$ cat src/rtl/hsst_tx_framer.sv
// hsst_tx_framer: frames FIFO payload words into IDLE/SOP/HDR/PAYLOAD/EOP
// packets for one 16-bit HSST TX lane.
//
// Ports:
//   clk                 : rising-edge clock for all logic
//   rst_n               : asynchronous active-low reset
//   link_ready          : lane is up, sampled only while idle
//   fifo_rd_data        : FIFO read data, valid one cycle after fifo_rd_en
//   fifo_rd_empty       : FIFO empty flag
//   fifo_rd_water_level : FIFO fill level in 16-bit words
//   fifo_rd_en          : FIFO read enable (combinational)
//   tx_data             : registered lane word
//   tx_charisk          : registered per-byte K flags for tx_data
//   pkt_done            : one-cycle pulse while the EOP word is on tx_data
//   err_underflow       : sticky, set when a read hits an empty FIFO
module hsst_tx_framer #(
  parameter int PKT_LEN  = 1024,
  parameter int IDLE_MIN = 4
) (
  input  logic        clk,
  input  logic        rst_n,
  input  logic        link_ready,
  input  logic [15:0] fifo_rd_data,
  input  logic        fifo_rd_empty,
  input  logic [12:0] fifo_rd_water_level,
  output logic        fifo_rd_en,
  output logic [15:0] tx_data,
  output logic [1:0]  tx_charisk,
  output logic        pkt_done,
  output logic        err_underflow
);

  localparam logic [2:0] ST_IDLE    = 3'd0;
  localparam logic [2:0] ST_SOP     = 3'd1;
  localparam logic [2:0] ST_HDR     = 3'd2;
  localparam logic [2:0] ST_PAYLOAD = 3'd3;
  localparam logic [2:0] ST_EOP     = 3'd4;

  localparam logic [15:0] W_IDLE = 16'h50BC;
  localparam logic [15:0] W_SOP  = 16'h00FB;
  localparam logic [15:0] W_EOP  = 16'h00FD;

  localparam logic [12:0] LEN13    = 13'(PKT_LEN);
  localparam logic [10:0] LAST_IDX = 11'(PKT_LEN - 1);
  localparam logic [7:0]  IDLE_THR = 8'(IDLE_MIN - 1);

  logic [2:0]  r_state;
  logic [7:0]  r_idle_cnt;
  logic [10:0] r_wcnt;
  logic [15:0] r_seq;
  logic [15:0] r_tx_data;
  logic [1:0]  r_tx_k;
  logic        r_pkt_done;
  logic        r_err;

  logic [2:0]  w_nxt_state;
  logic        w_start;
  logic        w_last;
  logic        w_rd_en;
  logic [15:0] w_word;
  logic [1:0]  w_k;

  assign w_start = link_ready
                && (r_idle_cnt >= IDLE_THR)
                && (fifo_rd_water_level >= LEN13);

  assign w_last = (r_wcnt == LAST_IDX);

  // HDR issues the first read; the final PAYLOAD
  // cycle only consumes the last word.
  assign w_rd_en = (r_state == ST_HDR)
                || ((r_state == ST_PAYLOAD) && !w_last);

  always_comb begin
    w_nxt_state = r_state;
    case (r_state)
      ST_IDLE: begin
        if (w_start) w_nxt_state = ST_SOP;
      end
      ST_SOP:  w_nxt_state = ST_HDR;
      ST_HDR:  w_nxt_state = ST_PAYLOAD;
      ST_PAYLOAD: begin
        if (w_last) w_nxt_state = ST_EOP;
      end
      ST_EOP:  w_nxt_state = ST_IDLE;
      default: w_nxt_state = ST_IDLE;
    endcase
  end

  always_comb begin
    w_word = W_IDLE;
    w_k    = 2'b01;
    case (r_state)
      ST_SOP: begin
        w_word = W_SOP;
        w_k    = 2'b01;
      end
      ST_HDR: begin
        w_word = r_seq;
        w_k    = 2'b00;
      end
      ST_PAYLOAD: begin
        w_word = fifo_rd_data;
        w_k    = 2'b00;
      end
      ST_EOP: begin
        w_word = W_EOP;
        w_k    = 2'b01;
      end
      default: begin
        w_word = W_IDLE;
        w_k    = 2'b01;
      end
    endcase
  end

  always_ff @(posedge clk or negedge rst_n) begin
    if (!rst_n) begin
      r_state <= ST_IDLE;
    end else begin
      r_state <= w_nxt_state;
    end
  end

  // Counts only while staying idle, so it restarts
  // from zero on every new idle gap.
  always_ff @(posedge clk or negedge rst_n) begin
    if (!rst_n) begin
      r_idle_cnt <= 8'd0;
    end else if ((r_state == ST_IDLE)
              && (w_nxt_state == ST_IDLE)) begin
      if (r_idle_cnt != 8'hFF)
        r_idle_cnt <= r_idle_cnt + 8'd1;
    end else begin
      r_idle_cnt <= 8'd0;
    end
  end

  always_ff @(posedge clk or negedge rst_n) begin
    if (!rst_n) begin
      r_wcnt <= 11'd0;
    end else if (r_state == ST_PAYLOAD) begin
      r_wcnt <= w_last ? 11'd0 : r_wcnt + 11'd1;
    end else begin
      r_wcnt <= 11'd0;
    end
  end

  always_ff @(posedge clk or negedge rst_n) begin
    if (!rst_n) begin
      r_seq <= 16'd0;
    end else if (r_state == ST_EOP) begin
      r_seq <= r_seq + 16'd1;
    end
  end

  always_ff @(posedge clk or negedge rst_n) begin
    if (!rst_n) begin
      r_tx_data  <= W_IDLE;
      r_tx_k     <= 2'b01;
      r_pkt_done <= 1'b0;
    end else begin
      r_tx_data  <= w_word;
      r_tx_k     <= w_k;
      r_pkt_done <= (r_state == ST_EOP);
    end
  end

  always_ff @(posedge clk or negedge rst_n) begin
    if (!rst_n) begin
      r_err <= 1'b0;
    end else if (w_rd_en && fifo_rd_empty) begin
      r_err <= 1'b1;
    end
  end

  assign fifo_rd_en    = w_rd_en;
  assign tx_data       = r_tx_data;
  assign tx_charisk    = r_tx_k;
  assign pkt_done      = r_pkt_done;
  assign err_underflow = r_err;

endmodule
$ cat config.mk
export PLATFORM = sky130hd
export DESIGN_NAME = hsst_tx_framer
export DESIGN_NICKNAME = d
export VERILOG_FILES = /design/src/rtl/hsst_tx_framer.sv
export SDC_FILE = /design/constraint.sdc
export NUM_CORES = 1
export LEC_CHECK = 0
export BUFFER_PORTS_ARGS = -buffer_cell sky130_fd_sc_hd__buf_2
export CAP_MARGIN = 20
export CORE_MARGIN = 5
export CORE_UTILIZATION = 58
export CTS_CLUSTER_SIZE = 16
export DETAILED_ROUTE_END_ITERATION = 7
export PLACE_DENSITY = 0.83
export RECOVER_POWER = 25
export SYNTH_ARGS = -nofsm -noshare
export SYNTH_HDL_FRONTEND = slang
export SYNTH_SLANG_ARGS = --single-unit
export TNS_END_PERCENT = 20
$ cat constraint.sdc
create_clock -name clk -period 4.1 [get_ports clk]
set_clock_uncertainty 0.15 [all_clocks]
set_input_delay 0 -clock clk [delete_from_list [all_inputs] [get_ports clk]]
set_output_delay 0 -clock clk [all_outputs]
set_load 0.02 [all_outputs]
-- Word level (Yosys, flattened, before mapping)
Index checks and enable logic that the tools add are counted.
- add/sub/neg operators: 3
- $lt $le $gt $ge: 2
- eq/ne operators: 7
- muxes and demuxes: 9
- reduce and logical (&&, ||, !) cells: 10
- operators with widths (kind ; number):
    case mux 16 bit (4 select lines) ; 1
    2-to-1 mux 11 bit ; 2
    adder 16 x 1 -> 16 bit (second input constant) ; 1
    2-to-1 mux 8 bit ; 2
    >= comparator 13 x 11 -> 1 bit (second input constant) ; 1
    case mux 3 bit (4 select lines) ; 1
    adder 11 x 1 -> 11 bit (second input constant) ; 1
    equality test 11 x 10 -> 1 bit (second input constant) ; 1
    adder 8 x 1 -> 8 bit (second input constant) ; 1
    >= comparator 8 x 2 -> 1 bit (second input constant) ; 1
    inequality test 8 bit (second input constant) ; 1
    equality test 3 x 2 -> 1 bit (second input constant) ; 2
    zero test 3 bit ; 2
    2-to-1 mux 3 bit ; 2
    logical AND 1 bit ; 5
    equality test 3 x 1 -> 1 bit (second input constant) ; 1
    equality test 3 bit (second input constant) ; 1
    inequality test 2 x 1 -> 1 bit (second input constant) ; 1
    OR reduction 2 bit ; 1
    zero test 1 bit ; 1
    logical OR 1 bit ; 1
    2-to-1 mux 1 bit ; 1
- register bits: 58
- bits of input ports: 33
- output and inout port bits: 21
- logic and storage cells: 39

-- Logic depth before layout (Yosys ltp)
Gate-level depths: netlist of run 1.
- depth in word-level cells: 8
- depth in mapped cells: 6
- mapped depth without buffers: 5

-- Worst setup path after synthesis of run 1
No wires, ideal clock.
- kind: register to register
- start point: register r_idle_cnt[0]
- end point: register r_idle_cnt[2]
- setup time: 0.080 ns
- arrival time: 1.577 ns
- data required time: 3.870 ns
- slack: 2.293 ns
- stages on the path, launching flop included: 7
- path buffers: 1
- clock period less this slack: 1.807 ns
- cell sequence: dfrtp_1 -> ha_1 -> nor3_1 -> a21oi_1 -> or4_1 -> buf_6 -> nor3_2
- word-level cells in the longest chain between the ends: 8
- ends and longest elaborated chain (element ; RTL line ; RTL):
    from (decl) ; 48 ; logic [7:0] r_idle_cnt;
    from (signal assigned) ; 133 ; r_idle_cnt <= r_idle_cnt + 8'd1;
    >= comparator 8 x 2 -> 1 bit ; 64 ; && (r_idle_cnt >= IDLE_THR)
    logical AND 1 bit ; 64 ;
    logical AND 1 bit ; 65 ; && (fifo_rd_water_level >= LEN13);
    2-to-1 mux 3 bit ; 78 ; if (w_start) w_nxt_state = ST_SOP;
    case mux 3 bit (4 select lines) ; 76 ; case (r_state)
    zero test 3 bit ; 131 ; && (w_nxt_state == ST_IDLE)) begin
    logical AND 1 bit ; 131 ;
    inequality test 2 x 1 -> 1 bit (no source line) or 2-to-1 mux 8 bit (tied branches) ; - ;
Several ways; a longest one is shown, not always the timed one. The select of a mux whose other input is x is not followed.
A chain may end at the register's enable or synchronous reset.

==> results of run 1 <==
worst paths after layout:
| kind | startpoint | endpoint | slack (ns) |
|---|---|---|---|
| max | rst_n | r_seq[15]$_DFFE_PN0P_ | 1.50 |
| min reg2reg | err_underflow$_DFFE_PN0P_ | err_underflow$_DFFE_PN0P_ | 0.32 |
| min | fifo_rd_water_level[12] | r_state[0]$_DFF_PN0_ | 0.06 |
| max in group clk | r_state[1]$_DFF_PN0_ | fifo_rd_en | 1.50 |
| max reg2reg | r_state[1]$_DFF_PN0_ | r_wcnt[5]$_DFF_PN0_ | 1.88 |
| min in group asynchronous | rst_n | r_idle_cnt[3]$_DFFE_PN0P_ | 0.57 |
cells in the mapped netlist, types with 2 or more instances:
master,instances,share of area
dfrtp_1,49,0.48
nor2_1,29,0.042
nand2_1,22,0.032
xnor2_1,15,0.051
mux2i_1,11,0.043
nand3_1,11,0.021
xor2_1,11,0.038
and3_1,10,0.024
dfstp_2,8,0.082
buf_2,5,0.0098
inv_1,5,0.0073
nor3_1,5,0.0098
nor3_2,5,0.020
a21oi_1,4,0.0078
and4_1,4,0.014
o21ai_0,4,0.0078
o22ai_1,4,0.0098
a31oi_1,3,0.0073
and2_1,3,0.0073
ha_1,3,0.015
nand4_1,3,0.0073
a22oi_1,2,0.0059
and3_2,2,0.0059
buf_1,2,0.0029
nor2b_1,2,0.0049
o31ai_1,2,0.0059
power groups by stage:
stage	Sequential [mW]	Combinational, mW	Clock (mW)
after detailed placement	0.585	0.0524	0
after global placement	0.585	0.0511	0
after global routing	0.576	0.0731	0.550
after CTS	0.575	0.0673	0.521
after floorplan	0.597	0.0101	0
final	0.575	0.0662	0.512
routing by layer:
metal  vias up  GRT usage
met5         -          0
met4         0     0.0909
met3        10     0.0449
met2        44      0.318
met1       893      0.240
li1        936          -
area by class of cell:
type                    instances  area share
clock inverters                 6      0.0181
repair buffers                 63       0.130
well taps                      52      0.0204
flip-flops and latches         57       0.451
multi-input cells             164       0.331
clock buffers                  10      0.0432
inverters                       5     0.00590
cells by family after synthesis:
family	after synthesis
AO/OA/AOI/OAI	21
XOR/XNOR	26
adder cells (fa/ha/maj)	3
buffers and inverters	15
flip-flops	57
multiplexers	12
other	1
AND/OR/NAND/NOR	101
flip-flops by register name, summed over array words and instances, names as in the netlist:
signal         count
tx_data           16
tx_charisk         1
pkt_done           1
err_underflow      1
r_seq             16
r_wcnt            11
r_idle_cnt         8
r_state            3
repair_timing:
item	4_1_cts	5_1_grt
hold buffers	20	0
hold endpoints to repair	67	0
buffers inserted	0	0
worst max-delay path: stages:
cell and delay (ns):
dlygate4sd3_1 0.52, clkbuf_1 0.11, clkbuf_1 1.73
stage by stage:
step,cells,hold WS [ns],power [mW]
5_1_grt,357,0.0859,1.20
4_1_cts,357,0.0533,1.16
6_report,357,0.0620,1.15
3_5_place_dp,321,-0.263,0.637
3_3_place_gp,321,-0.263,0.636
2_1_floorplan,236,-0.446,0.607
==> results.toml, run 1 <==
[yosys]
synth-edff-count = 0
synth-xor-area-share = 0.0888
syn_inst = 236
ys_seq_area_frac = 0.560
synth_compound_area_frac = 0.0527
async_reset_ff_frac = 1.00
syn-num-nets = 272
yosysWarningCount = 0
synth_simple_gate_area_share = 0.206
syn_area_per_cell_sq_um = 10.9
synth_top_family_by_area = "simple AND/OR/NAND/NOR gates"
yosys.area_share.adder = 0.0146
synth.area.mux_share = 0.0473
synth_area_sq_um = 2560
ys_ff_latch = 57
synth_flop_cell = "dfrtp_1"
ys_types = 38

[sta]
slew_violations = 47
worst_pin_slew_ns = 2.43
tns_ns = 0
period_needed_ns = 2.60
setup_viol = 0
hold_viol_final = 0
setup_slack_ns = 1.50
max_freq_mhz = 384
post-route-period-util = 0.634
grt_setup_unrepaired = "false"
maxSlewHeadroom = -0.618

[placed_design]
dpl_worst_slack_ns = 1.82
placed_cell_area_sq_um = 2790
routabilityCongestion = 0.864
numPortBuffers = 42
hpwl_mm = 3.46

[finish]
final_common_cell = "dfrtp_1"
mostFrequentLayoutCells = "49 x dfrtp_1, 41 x buf_2, 29 x nor2_1"
final_area_sq_um = 3180
multi_input_area_sq_um = 1050
final_core_util = 0.736
fin_nets = 336
drive_above_1_share = 0.256
antennaDiodeCount = 0
area_growth_syn_to_layout_pct = 24.1
ff_latch_area_sq_um = 1440
final.fill_count = 315

[cts]
cts-root-buf = "clkbuf_8"
cts_max_path_buffers = 2
clk_latency_ns = 0.33
cts_sinks = 57
cts_inserted_buffers = 9
cts_resized = 0
cts_tree = "built"
path_clk_slew_ns = 0.06
htree_levels = 3

[setup_path]
critical_path_class = "input port to async pin"
critPathMaxFanout = 46
crit_path_start_kind = "input port"
arrival_ns = 2.38
critPathCaptureType = "async pin"
r2r_cells = 4
required_ns = 3.88

[grt]
track_usage = 0.193
grt_pass1_vias = 1999
grt_pass1_wl_mm = 9.10
grt-ovfl-total = 0
grt_max_degree = 47
antenna_found_initial = 0

[power]
seqPwrFrac = 0.499
p_int_mw = 0.896
ir_drop_mv = 0.248
p_clk_frac = 0.444
power_density_nw_per_um2 = 362
comb_power_share = 0.057
power_leakage_nw = 1.63
switchingPower_mw = 0.257
swShare = 0.223

[flow_run]
maxCapViolCount = 1

[die]
io_pins = 54
fp.dieW_um = 76.5
die_area_sq_um = 5850
die_height_um = 76.5
std_cell_rows = 24
coreArea_sq_um = 4320
start_util = 0.593

[route]
vias_per_cell = 5.27
wl_met2_mm = 2.64
drtAntennaViolNets = 0
drt_iter0_drc = 80
wirelength_mm = 5.24
drc_errors = 0
num_vias = 1883
drt_first_pass_iters = 4
m1WireLength_mm = 2.31
met3_wirelength_um = 182
wl_per_cell_um = 14.7
top_layer = "met4"

[run_status]
violations = "max-capacitance violations, max-slew violations"
outcome = "complete, but fails checks"

[worst_hold_path]
hold_depth = 5
min_path_type = "input port to flip-flop"
(Power assumes the default switching activity.)
==> run 2, diff against run 1 <==
- CORE_UTILIZATION: 58 -> 49
- PLACE_DENSITY: 0.83 -> 0.75
- clock period: 4.1 -> 2.3 ns (I/O delays scaled with it)
==> results.toml, run 2 (synthesized netlist as in run 1, its figures left out) <==
[run_status]
outcome = "finished clean"

[setup_path]
slowest_delay_ns = 0.39
critPathMaxFanout = 11
arrival_ns = 2.06
r2r_start = "r_idle_cnt[0]$_DFFE_PN0P_"
r2r_cells = 5
crit_path_start_kind = "flip-flop"
cp_num_buf_inv = 1
critPathTopFamily = "simple AND/OR/NAND/NOR gates"
required_ns = 2.15
critical_path_class = "flip-flop to primary output"
regToRegEndpoint = "r_idle_cnt[3]$_DFFE_PN0P_"
critPathCaptureType = "primary output"
r2r_setup_slack_ns = 0.22
critical-path-slowest-cell = "dfrtp_1"
cp_cell_sequence = "ha_1 -> nand3_1 -> nor4_4 -> or2_4 -> o21ai_0 -> buf_2"

[cts]
htree_levels = 3
postCtsSetupRepairBufs = 0
cts_max_path_buffers = 2
clk_latency_ns = 0.32
path_clk_slew_ns = 0.06
cts_tree = "built"
cts_sinks = 57
cts_inserted_buffers = 9
cts-root-buf = "clkbuf_8"

[finish]
multi_input_area_sq_um = 1070
final_cell_count_no_fill = 377
drive_above_1_share = 0.241
final_common_cell = "dfrtp_1"
mostFrequentLayoutCells = "49 x dfrtp_1, 33 x buf_2, 29 x nor2_1"
fin_nets = 339
area_growth_syn_to_layout_pct = 28.0
ff_latch_area_sq_um = 1440
antennaDiodeCount = 0
final_core_util = 0.643
final.fill_count = 401

[route]
num_vias = 1948
drc_errors = 0
drt_first_pass_iters = 4
drt_iter0_drc = 68
wl_per_cell_um = 13.6
drtAntennaViolNets = 0
vias_per_cell = 5.17
wirelength_mm = 5.14

[worst_hold_path]
min_from = "fifo_rd_water_level[12]"
hold_depth = 5
hold_end = "r_state[0]$_DFF_PN0_"
min_path_type = "input port to flip-flop"

[power]
swShare = 0.197
p_total_mw = 2.20
p_int_mw = 1.77
switchingPower_mw = 0.433
power_leakage_nw = 1.64
ir_drop_mv = 0.415
seqPwrFrac = 0.465
p_clk_frac = 0.482
power_density_nw_per_um2 = 671
comb_power_share = 0.053

[grt]
grt_pass1_wl_mm = 8.83
grt-ovfl-total = 0
grt_pass1_vias = 2012
track_usage = 0.173
antenna_found_initial = 0
grt_max_degree = 33

[die]
fp.dieW_um = 82.4
coreArea_sq_um = 5110
die_area_sq_um = 6780
std_cell_rows = 26
die_height_um = 82.4
start_util = 0.502
io_pins = 54

[sta]
post-route-period-util = 0.961
setup_viol = 0
worst_pin_slew_ns = 1.45
hold_viol_final = 0
slew_violations = 0
maxSlewHeadroom = 0.0315
setup_slack_ns = 0.0898
max_freq_mhz = 452
period_needed_ns = 2.21

[placed_design]
hpwl_mm = 3.42
dpl_worst_slack_ns = 0.272
numPortBuffers = 42
routabilityCongestion = 0.819
placed_cells = 343

[flow_run]
maxCapViolCount = 0
-- run 2: power groups by stage --
stage / combinational [mW] / clock, mW / sequential [mW]
after floorplan: 0.0181 / 0 / 1.06
after global placement: 0.0949 / 0 / 1.04
after detailed placement: 0.0962 / 0 / 1.04
after CTS: 0.121 / 1.09 / 1.02
after global routing: 0.131 / 1.14 / 1.03
final: 0.117 / 1.06 / 1.03
-- run 2: area by class of cell --
class,count,share of cell area
Clock buffer,13,0.0514
Clock inverter,2,0.0183
Inverter,5,0.00572
Multi-Input combinational cell,164,0.327
Sequential cell,57,0.438
Tap cell,70,0.0267
Timing Repair Buffer,66,0.134
-- run 2: worst register-to-register path, cell delays in order, from the launching register on --
cell and delay (ns):
dfrtp_1 0.40, ha_1 0.24, nor3_1 0.22, a21oi_1 0.12
or4_1 0.63, nor3_2 0.25
-- run 2: timing repair --
action                                 in CTS  in global routing
endpoints found under the hold margin      68                  0
gates resized for setup                     1                  2
setup endpoints to repair                   1                  1
hold buffers                               19                  0
-- run 2: how the worst max path moves through the flow --
stage / endpoint / cells after the start / startpoint / slack (ns)
3_3_place_gp: r_idle_cnt[5]$_DFFE_PN0P_ / 5 / r_idle_cnt[0]$_DFFE_PN0P_ / 0.30
2_1_floorplan: r_idle_cnt[2]$_DFFE_PN0P_ / 6 / r_idle_cnt[0]$_DFFE_PN0P_ / 0.49
5_1_grt: fifo_rd_en / 6 / r_wcnt[0]$_DFF_PN0_ / -0.01
4_1_cts: fifo_rd_en / 6 / r_wcnt[0]$_DFF_PN0_ / 0.06
3_5_place_dp: r_idle_cnt[3]$_DFFE_PN0P_ / 5 / r_idle_cnt[0]$_DFFE_PN0P_ / 0.27
6_report: fifo_rd_en / 6 / r_wcnt[0]$_DFF_PN0_ / 0.09
-- run 2: layer usage --
layer  wire length, um  share of wire  up-vias  track usage
met2              2600           0.51       53        0.288
met3               228          0.044        7       0.0466
met1              2250           0.44      946        0.206
met5                 0              0        -            0
met4                59          0.011        0       0.0880
li1                  -              -      942            -
-- run 2: through the flow --
stage | hold slack [ns] | area [sq um] | setup TNS [ns]
after CTS | 0.0835 | 3280 | 0
after global placement | -0.111 | 2860 | 0
final | 0.111 | 3280 | 0
after floorplan | -0.446 | 2560 | 0
after global routing | 0.211 | 3280 | -0.0105
after detailed placement | -0.108 | 2860 | 0
